===== config.mk =====
export PLATFORM = sky130hd
export DESIGN_NAME = line_fifo_scheduler
export DESIGN_NICKNAME = d
export VERILOG_FILES = /design/src/rtl/nonogram_pkg.sv /design/src/rtl/fifo_occupancy_counter.sv /design/src/rtl/line_fifo_scheduler.sv
export SDC_FILE = /design/constraint.sdc
export NUM_CORES = 1
export LEC_CHECK = 0
export ABC_AREA = 1
export CAP_MARGIN = 20
export CORE_MARGIN = 3
export CORE_UTILIZATION = 54
export CTS_BUF_LIST = sky130_fd_sc_hd__clkbuf_16
export DETAILED_ROUTE_END_ITERATION = 10
export HOLD_SLACK_MARGIN = 0.1
export PLACE_DENSITY = 0.86
export SYNTH_ARGS = -nofsm -noshare
export SYNTH_HDL_FRONTEND = slang
export SYNTH_SLANG_ARGS = --single-unit

===== constraint.sdc =====
create_clock -name clk_50mhz -period 3.6 [get_ports clk_50mhz]
set_clock_uncertainty 0.2 [all_clocks]
set_input_delay 0.36 -clock clk_50mhz [delete_from_list [all_inputs] [get_ports clk_50mhz]]
set_output_delay 0.36 -clock clk_50mhz [all_outputs]
set_load 0.02 [all_outputs]

===== src/rtl/nonogram_pkg.sv =====
// Shared types and sizing for the nonogram datapath.
// Board phases are shared by the scheduler, top_level and the bench.
package nonogram_pkg;

    typedef enum logic [1:0] {
        RECEIVE  = 2'd0,
        SOLVE    = 2'd1,
        TRANSMIT = 2'd2,
        ERROR    = 2'd3
    } phase_t;

    localparam int LINE_W        = 16;
    localparam int DEPTH_DEFAULT = 2048;

endpackage


===== src/rtl/fifo_occupancy_counter.sv =====
// Saturating count of entries accepted into the line FIFO and not yet read.
// A simultaneous write and read cancel; the count never wraps past 0 or DEPTH.
module fifo_occupancy_counter #(
    parameter int DEPTH = nonogram_pkg::DEPTH_DEFAULT
) (
    input  logic                         clk_50mhz,
    input  logic                         rst,
    input  logic                         clear,
    input  logic                         inc,
    input  logic                         dec,
    output logic [$clog2(DEPTH+1)-1:0]   count,
    output logic                         at_full
);

    localparam int OCC_W = $clog2(DEPTH + 1);
    localparam logic [OCC_W-1:0] FULL_COUNT = OCC_W'(DEPTH);

    always_ff @(posedge clk_50mhz) begin
        if (rst || clear) begin
            count <= '0;
        end else if (inc && !dec && count != FULL_COUNT) begin
            count <= count + OCC_W'(1);
        end else if (dec && !inc && count != '0) begin
            count <= count - OCC_W'(1);
        end
    end

    assign at_full = (count == FULL_COUNT);

endmodule


===== src/rtl/line_fifo_scheduler.sv =====
// Owns the shared line-option FIFO: grants its write port per board phase,
// gates solver reads, tracks occupancy, flushes between boards and aborts stalled solves.
module line_fifo_scheduler #(
    parameter int LINE_W       = nonogram_pkg::LINE_W,
    parameter int DEPTH        = nonogram_pkg::DEPTH_DEFAULT,
    parameter int STALL_CYCLES = 1_000_000
) (
    input  logic                        clk_50mhz,
    input  logic                        rst,
    input  logic                        parsed,
    input  logic                        solved,
    input  logic                        assembled,
    input  logic                        parse_write,
    input  logic [LINE_W-1:0]           parse_line,
    input  logic                        solve_write,
    input  logic [LINE_W-1:0]           solve_line,
    input  logic                        solve_next,
    input  logic                        solve_progress,
    input  logic                        fifo_empty,
    input  logic                        fifo_full,
    output logic                        fifo_wr_en,
    output logic [LINE_W-1:0]           fifo_din,
    output logic                        fifo_rd_en,
    output logic                        fifo_flush,
    output logic                        solver_start,
    output logic [1:0]                  phase,
    output logic [$clog2(DEPTH+1)-1:0]  occupancy,
    output logic                        overflow,
    output logic                        misroute,
    output logic                        stalled
);

    import nonogram_pkg::*;

    localparam int WD_W = $clog2(STALL_CYCLES + 1);
    localparam logic [WD_W-1:0] WD_LAST = WD_W'(STALL_CYCLES - 1);

    phase_t          state;
    logic [WD_W-1:0] wd_count;
    logic            flush_pending;
    logic            at_full;
    logic            parser_owns;
    logic            solver_owns;
    logic            owner_req;
    logic            non_owner_req;
    logic            accept_wr;
    logic            accept_rd;
    logic            board_done;
    logic            wd_expired;

    assign parser_owns   = (state == RECEIVE);
    assign solver_owns   = (state == SOLVE);
    assign owner_req     = (parse_write & parser_owns) | (solve_write & solver_owns);
    assign non_owner_req = (parse_write & ~parser_owns) | (solve_write & ~solver_owns);

    // The solver consumes first-word-fall-through data, so the read gate stays combinational.
    assign accept_rd  = solve_next & ~fifo_empty & solver_owns;
    assign accept_wr  = owner_req & (~at_full | accept_rd);
    assign board_done = (state == TRANSMIT) & assembled;
    assign wd_expired = solver_owns & ~solved & ~solve_progress & (wd_count == WD_LAST);

    assign fifo_rd_en = accept_rd;
    assign fifo_flush = rst | flush_pending;
    assign phase      = state;

    fifo_occupancy_counter #(
        .DEPTH (DEPTH)
    ) u_occupancy (
        .clk_50mhz (clk_50mhz),
        .rst       (rst),
        .clear     (board_done),
        .inc       (accept_wr),
        .dec       (accept_rd),
        .count     (occupancy),
        .at_full   (at_full)
    );

    always_ff @(posedge clk_50mhz) begin
        if (rst) begin
            state         <= RECEIVE;
            solver_start  <= 1'b0;
            stalled       <= 1'b0;
            flush_pending <= 1'b0;
        end else begin
            solver_start  <= 1'b0;
            flush_pending <= board_done;
            case (state)
                RECEIVE: begin
                    // A final write arriving with parsed still makes the board non-empty.
                    if (parsed) begin
                        if (occupancy != '0 || accept_wr) begin
                            state        <= SOLVE;
                            solver_start <= 1'b1;
                        end else begin
                            state <= ERROR;
                        end
                    end
                end
                SOLVE: begin
                    if (solved) begin
                        state <= TRANSMIT;
                    end else if (wd_expired) begin
                        stalled <= 1'b1;
                        state   <= ERROR;
                    end
                end
                TRANSMIT: begin
                    if (assembled) begin
                        state <= RECEIVE;
                    end
                end
                default: begin
                    state <= ERROR;
                end
            endcase
        end
    end

    always_ff @(posedge clk_50mhz) begin
        if (rst || !solver_owns || solve_progress || solved) begin
            wd_count <= '0;
        end else begin
            wd_count <= wd_count + WD_W'(1);
        end
    end

    always_ff @(posedge clk_50mhz) begin
        if (rst) begin
            fifo_wr_en <= 1'b0;
            fifo_din   <= '0;
        end else begin
            fifo_wr_en <= accept_wr;
            if (accept_wr) begin
                fifo_din <= parser_owns ? parse_line : solve_line;
            end
        end
    end

    // Sticky error flags survive until the end-of-board flush; stalled only clears on rst.
    always_ff @(posedge clk_50mhz) begin
        if (rst || board_done) begin
            overflow <= 1'b0;
            misroute <= 1'b0;
        end else begin
            overflow <= overflow | (owner_req & ~accept_wr) | (fifo_full & fifo_wr_en);
            misroute <= misroute | non_owner_req;
        end
    end

endmodule


==> metrics.txt, run 1 <==
hold_sp=stalled$_SDFFE_PP0P_; Final ANT Viol Nets=0; drt pass-1 iters=4; CP Data Required Time=~3600 ps; Reg2Reg Depth=12; max_slew headroom=0.571; setup violators final=0; Critical-path top delay cell=dfxtp_1; number of synthesized register bits=56; sequential element share of the synthesized area=0.338; Die Wd=84.4 um; VDD IR-drop max=~0.43 mV; WS Path Type=register to register; crit-path cells=nor2_8 -> nand2_4 -> nand2_4 -> nand3_4 -> ha_1 -> a21oi_1 -> nand2_1 -> a21oi_1 -> xor2_1 -> nand2_2 -> inv_2 -> nor2_2; RR Endpoint=u_occupancy.count[5]$_SDFFE_PP0P_; Post-CTS Setup Bufs=0; clock buffer depth=2; TritonCTS clock tree=yes; clk sinks=56; Largest stage delay, worst path=450 ps; Hold Path End=stalled$_SDFFE_PP0P_; Remaining Overflow, GRT=0; initial antenna violation count=0; RD Place Congestion=0.950; leakage power total=1.83 nW; Max Cap Viol=0; setup TNS=0 ps; crit path buf inv count=1; Vias=3302; DRT iter0 DRCs=168; Avg Inst Size Synth=7.12 sq um; DRC viols=0; Reg2Reg Launch Point=phase[1]$_SDFFE_PP0P_; latest clock arrival within the worst-skew pair=290 ps; fin crit period=2930 ps; post_cts resized=0; Setup crit start kind=register; arrival time at the worst endpoint=2920 ps; pwr dens=roughly 700 mW/mm^2; R2R Setup Slk=around 670 ps; max-slew violations=0; worst-path maximum fanout=19; ant diodes=0; Routed WL=roughly 8000 um; hold path cells=2; largest net degree at the start of global routing=33; Clock transition at path regs=70 ps; Synth Flop Type=dfxtp_1; I/O pins=80; DP HPWL=6190 um; YS warnings=0; FFs w/ async S/R, synth=0; Final Hold Viols=0; Core Box Area=0.00571 sq mm; row cnt=27; CTS Buf Count=5; input/output buffers=79; area grow syn2layout=28.4%; EDFF count, synth=0; Die H=84.4 um; status=finished clean; htree depth=2; CTS root buffer=clkbuf_16; Fmax=between 300 and 400 MHz; Pwr Total=2.97 mW; NumNets Final=596; wire length per cell=13.2 um; CP endpoint kind=register; Worst path top cell family by delay=simple AND/OR/NAND/NOR gates; Min-Delay Path Class=register to register; post-synthesis cell area=around 0.0033 sq mm; count of cell types in the netlist=37; first-pass GRT wire length=roughly 14000 um; DR vias/cell=5.38; vias in the first global route=between 3000 and 4000; Tot GR Track Use=0.235; unrepaired setup endpoints after global routing=no; Post-Synthesis Cells=466; fin crit share=0.814; Total Die Area=0.00712 sq mm; initial core utilization=0.581; share of cells above drive strength 1=0.0830; Worst Tran Pin Value=642 ps; cts hold-fix bufs=0; Post-Syn Nets=521
## registers in the layout, indices dropped and copies added, names as in the netlist
name	flops
wd_count	20
fifo_wr_en	1
phase	2
solver_start	1
misroute	1
u_occupancy.count	12
flush_pending	1
fifo_din	16
overflow	1
stalled	1
## worst min-delay path, stage by stage, from the launching register on
cell and delay [ps]:
dfxtp_1 310, inv_1 40, a21oi_1 50
## cell usage in the layout (no fill, tap or decap), types with 5 or more instances in the layout
| master | instances |
|---|---|
| nand2_1 | 84 |
| clkdlybuf4s50_1 | 79 |
| inv_1 | 59 |
| nor2_1 | 58 |
| dfxtp_1 | 56 |
| a21oi_1 | 45 |
| nand3_1 | 35 |
| mux2i_1 | 16 |
| o21ai_1 | 14 |
| ha_1 | 11 |
| o21ai_0 | 10 |
| nor3_1 | 7 |
| nand2_4 | 5 |
| xor2_1 | 5 |
| nand2_2 | 5 |
| nand4_1 | 5 |
| o21ai_2 | 5 |
| clkbuf_16 | 5 |
## cells by family after synthesis
kind of cell    after synthesis  synth area share
simple gates                217             0.308
compound gates               83             0.139
mux                          16            0.0482
buf+inv                      74            0.0976
xor+xnor                      8            0.0211
flops                        56             0.338
fa+ha+maj                    12            0.0475
## through the flow
stage | instance area, sq um | instances | utilization | setup slack [ps] | hold slack, ps
2_1_floorplan | 3320 | 466 | - | 1040 | 229
3_3_place_gp | 4120 | 606 | 0.721 | 702 | 239
3_5_place_dp | 4120 | 606 | 0.721 | 624 | 247
4_1_cts | 4260 | 614 | 0.746 | 670 | 259
5_1_grt | 4260 | 614 | 0.746 | 501 | 298
6_report | 4260 | 614 | 0.746 | 669 | 257
## Yosys cell counts (2+ instances only)
master / n / share of area
nand2_2: 5 / 0.0094
o21bai_1: 3 / 0.0068
a21oi_2: 4 / 0.011
clkbuf_1: 2 / 0.0023
buf_6: 2 / 0.0068
nor2_2: 4 / 0.0075
nor3_1: 7 / 0.011
nand2_1: 84 / 0.095
o21ai_1: 14 / 0.021
nand3b_1: 2 / 0.0045
or2_2: 4 / 0.0075
o21ai_0: 10 / 0.015
mux2i_1: 16 / 0.048
inv_2: 3 / 0.0034
nor2_4: 3 / 0.010
dfxtp_1: 56 / 0.34
nand3_1: 35 / 0.053
nor2_1: 58 / 0.066
o21ai_2: 5 / 0.013
a21oi_1: 45 / 0.068
xnor2_1: 3 / 0.0079
nand2_4: 5 / 0.017
inv_1: 59 / 0.067
nand4_1: 5 / 0.0094
ha_1: 11 / 0.041
xor2_1: 5 / 0.013
buf_4: 2 / 0.0045
nor3b_1: 2 / 0.0045
buf_2: 4 / 0.0060
## cell type report
type,instances,area (sq um)
multi-input combinational,336,1870
fill,463,1450
sequential,56,1120
timing repair buffer,79,791
inverter,63,239
clock buffer,5,125
tap,72,90.1
clock inverter,3,21.3
## power breakdown
part,total [mW],internal (mW),switching (mW)
Combinational,1.63,0.663,0.968
Clock,0.486,0.260,0.226
Sequential,0.853,0.736,0.117
## routing by layer
layer	vias to the layer above	routed length (um)	GRT usage
met4	0	152	0.0820
met1	1509	3340	0.264
met2	106	3960	0.411
li1	1670	-	-
met3	17	659	0.0815
met5	-	0	0
## worst max path at each step
stage,start,to,slack [ps],cells past startpoint
2_1_floorplan,phase[0]$_SDFFE_PP0P_,u_occupancy.count[5]$_SDFFE_PP0P_,1040,13
3_3_place_gp,solve_write,u_occupancy.count[5]$_SDFFE_PP0P_,700,12
3_5_place_dp,solve_write,u_occupancy.count[5]$_SDFFE_PP0P_,620,12
4_1_cts,phase[0]$_SDFFE_PP0P_,u_occupancy.count[5]$_SDFFE_PP0P_,670,12
5_1_grt,phase[0]$_SDFFE_PP0P_,u_occupancy.count[6]$_SDFFE_PP0P_,500,12
6_report,phase[1]$_SDFFE_PP0P_,u_occupancy.count[5]$_SDFFE_PP0P_,670,12
(Power assumes the default switching activity.)
==> inputs of run 2 (changes only) <==
- CORE_UTILIZATION: 54 -> 50
- PLACE_DENSITY: 0.86 -> 0.8
- clock period: 3.6 -> 2.8 ns (I/O delays scaled with it)
==> run 2 against run 1 <==
  * Sequential cell count did not move
  * Global-route usage fell by 1.7 points
  * Clock-buffer cell count did not move
  * Die area rose by 7.4%
  * Clock power rose by 45%
  * Routed wire length fell by 2.3%
  * Combinational power rose by 33%
  * Cell count rose by 2.1%
  * Register-to-register slack got worse by 440 ps
  * Critical path depth rose by 1
  * Sequential power rose by 28%
  * Via count fell by 2.4%
==> metrics.txt, run 2 (synthesis results as in run 1) <==
max-slew violations=0 (unchanged); Largest stage delay, worst path=360 ps (was 450 ps); Die H=87.5 um (was 84.4 um); Die Wd=87.5 um (was 84.4 um); drt pass-1 iters=4 (unchanged); Min-Delay Path Class=register to register (unchanged); Post-Layout Cell Count=627 (was 614); Clock transition at path regs=70 ps (about the same); TritonCTS clock tree=yes (unchanged); fill count=529 (was 463); status=finished clean (unchanged); initial antenna violation count=0 (unchanged); worst-path maximum fanout=14 (was 19); CTS Buf Count=5 (unchanged); fin crit period=2570 ps (was 2930 ps); Design Area, Final=0.00436 sq mm (was 0.00426 sq mm); DP Cell Count=619 (was 606); max_slew headroom=0.583 (was 0.571); Remaining Overflow, GRT=0 (unchanged); cts hold-fix bufs=0 (unchanged); hold path cells=2 (unchanged); most common cell after layout, fill and taps aside=nand2_1 (unchanged); Vias=3224 (was 3302); Max Cap Viol=0 (unchanged); Hold WS=256 ps (was 257 ps); DP HPWL=6080 um (was 6190 um); share of cells above drive strength 1=0.105 (was 0.0830); Tot GR Track Use=0.218 (was 0.235); Reg2Reg Depth=13 (was 12); Routed WL=7930 um (was 8110 um); NumNets Final=604 (was 596); Setup crit start kind=register (unchanged); largest net degree at the start of global routing=33 (unchanged); area grow syn2layout=31.3% (was 28.4%); arrival time at the worst endpoint=2560 ps (was 2920 ps); RD Place Congestion=0.960 (was 0.950); commonest cells after routing, fill and taps aside=nand2_1, clkdlybuf4s50_1, inv_1 (unchanged); first-pass GRT wire length=13400 um (was 14100 um); Final ANT Viol Nets=0 (unchanged); unrepaired setup endpoints after global routing=no (unchanged); I/O pins=80 (unchanged); clock buffer depth=2 (unchanged); Placed Area=0.00418 sq mm (was 0.00412 sq mm); biggest regs=wd_count: 20 flops, fifo_din: 16 flops, u_occupancy.count: 12 flops (unchanged); leakage power total=1.88 nW (was 1.83 nW); initial core utilization=0.520 (was 0.581); setup violators final=0 (unchanged); wire length per cell=12.6 um (was 13.2 um); max reg flops=20 (unchanged); DRT iter0 DRCs=150 (was 168); Core Box Area=0.00639 sq mm (was 0.00571 sq mm); CTS root buffer=clkbuf_16 (unchanged); clk sinks=56 (unchanged); row cnt=29 (was 27); WS Path Type=register to register (unchanged); CP endpoint kind=register (unchanged); Most flops, register=wd_count (unchanged); vias in the first global route=3153 (was 3314); most repeated library cell on the critical path=nand2_1; fin crit share=0.917 (was 0.814); latest clock arrival within the worst-skew pair=300 ps (was 290 ps); input/output buffers=79 (unchanged); Fmax=389 MHz (was 341 MHz); Final Hold Viols=0 (unchanged); crit-path cells=nor2_1 -> nand2_1 -> nor2_1 -> nand2_1 -> nand3_4 -> ha_2 -> a21oi_1 -> nand2_1 -> a21oi_2 -> or2_2 -> nand3_1 -> nand2_1 -> nor2_1 (was nor2_8 -> nand2_4 -> nand2_4 -> nand3_4 -> ha_1 -> a21oi_1 -> nand2_1 -> a21oi_1 -> xor2_1 -> nand2_2 -> inv_2 -> nor2_2); DRC viols=0 (unchanged); ant diodes=0 (unchanged); Worst Tran Pin Value=624 ps (was 642 ps); Total Die Area=0.00765 sq mm (was 0.00712 sq mm); Critical-path top delay cell=dfxtp_1 (unchanged); CP Data Required Time=2790 ps (was 3590 ps); htree depth=2 (unchanged); pwr dens=908 mW/mm^2 (was 697 mW/mm^2); VDD IR-drop max=0.645 mV (was 0.434 mV); DR vias/cell=5.14 (was 5.38)
-- run 2: changes by cell type in the layout (fill, tap and decap cells not counted), sizes merged --
cell,change
bufinv,+1
buf,+8
clkinvlp,-1
-- run 2: through the flow --
| step | worst slack (ps) | power [mW] | TNS (ps) | util |
|---|---|---|---|---|
| after floorplan | 242 | 2.59 | 0 | - |
| after global placement | 66.5 | 3.17 | 0 | 0.655 |
| after detailed placement | -28.9 | 3.21 | -28.9 | 0.655 |
| after CTS | 94.5 | 3.95 | 0 | 0.680 |
| after global routing | 8.55 | 4.28 | 0 | 0.683 |
| final | 231 | 3.96 | 0 | 0.683 |
-- run 2: what timing repair did --
item | CTS | global route
setup endpoints to repair | 0 | 3
buffers inserted | 0 | 0
resized for setup | 0 | 6
-- run 2: worst max-delay path, delay by kind of cell (launching register included) --
family / cells / cell delay, ps
fa+ha+maj: 1 / 360
compound gates: 2 / 410
flops: 1 / 360
simple gates: 10 / 1150
-- run 2: final cells by class --
type,count,area (sq um),area share
flip-flops and latches,56,1120,0.258
inverters,63,239,0.0548
repair buffers,87,851,0.195
multi-input cells,336,1890,0.433
clock buffers,5,125,0.0287
clock inverters,3,38.8,0.00890
well taps,77,96.3,0.0221
-- run 2: power by group --
group	internal (mW)	total [mW]	switching, mW
clock	0.418	0.706	0.288
combinational	0.910	2.16	1.25
sequential	0.948	1.09	0.139
total	2.28	3.96	1.68
-- run 2: path summary, 6_finish.rpt --
| path | slack, ps | to | startpoint |
|---|---|---|---|
| setup / recovery | 230 | u_occupancy.count[6]$_SDFFE_PP0P_ | u_occupancy.count[8]$_SDFFE_PP0P_ |
| setup reg to reg | 230 | u_occupancy.count[6]$_SDFFE_PP0P_ | u_occupancy.count[8]$_SDFFE_PP0P_ |
| hold / removal | 260 | stalled$_SDFFE_PP0P_ | stalled$_SDFFE_PP0P_ |
| hold reg to reg | 260 | stalled$_SDFFE_PP0P_ | stalled$_SDFFE_PP0P_ |
-- run 2: metal layers --
| layer | routed length (um) | vias to the layer above | global-route usage |
|---|---|---|---|
| li1 | - | 1681 | - |
| met1 | 3450 | 1421 | 0.265 |
| met2 | 3560 | 112 | 0.355 |
| met3 | 826 | 10 | 0.0889 |
| met4 | 89 | 0 | 0.0544 |
| met5 | 0 | - | 0 |
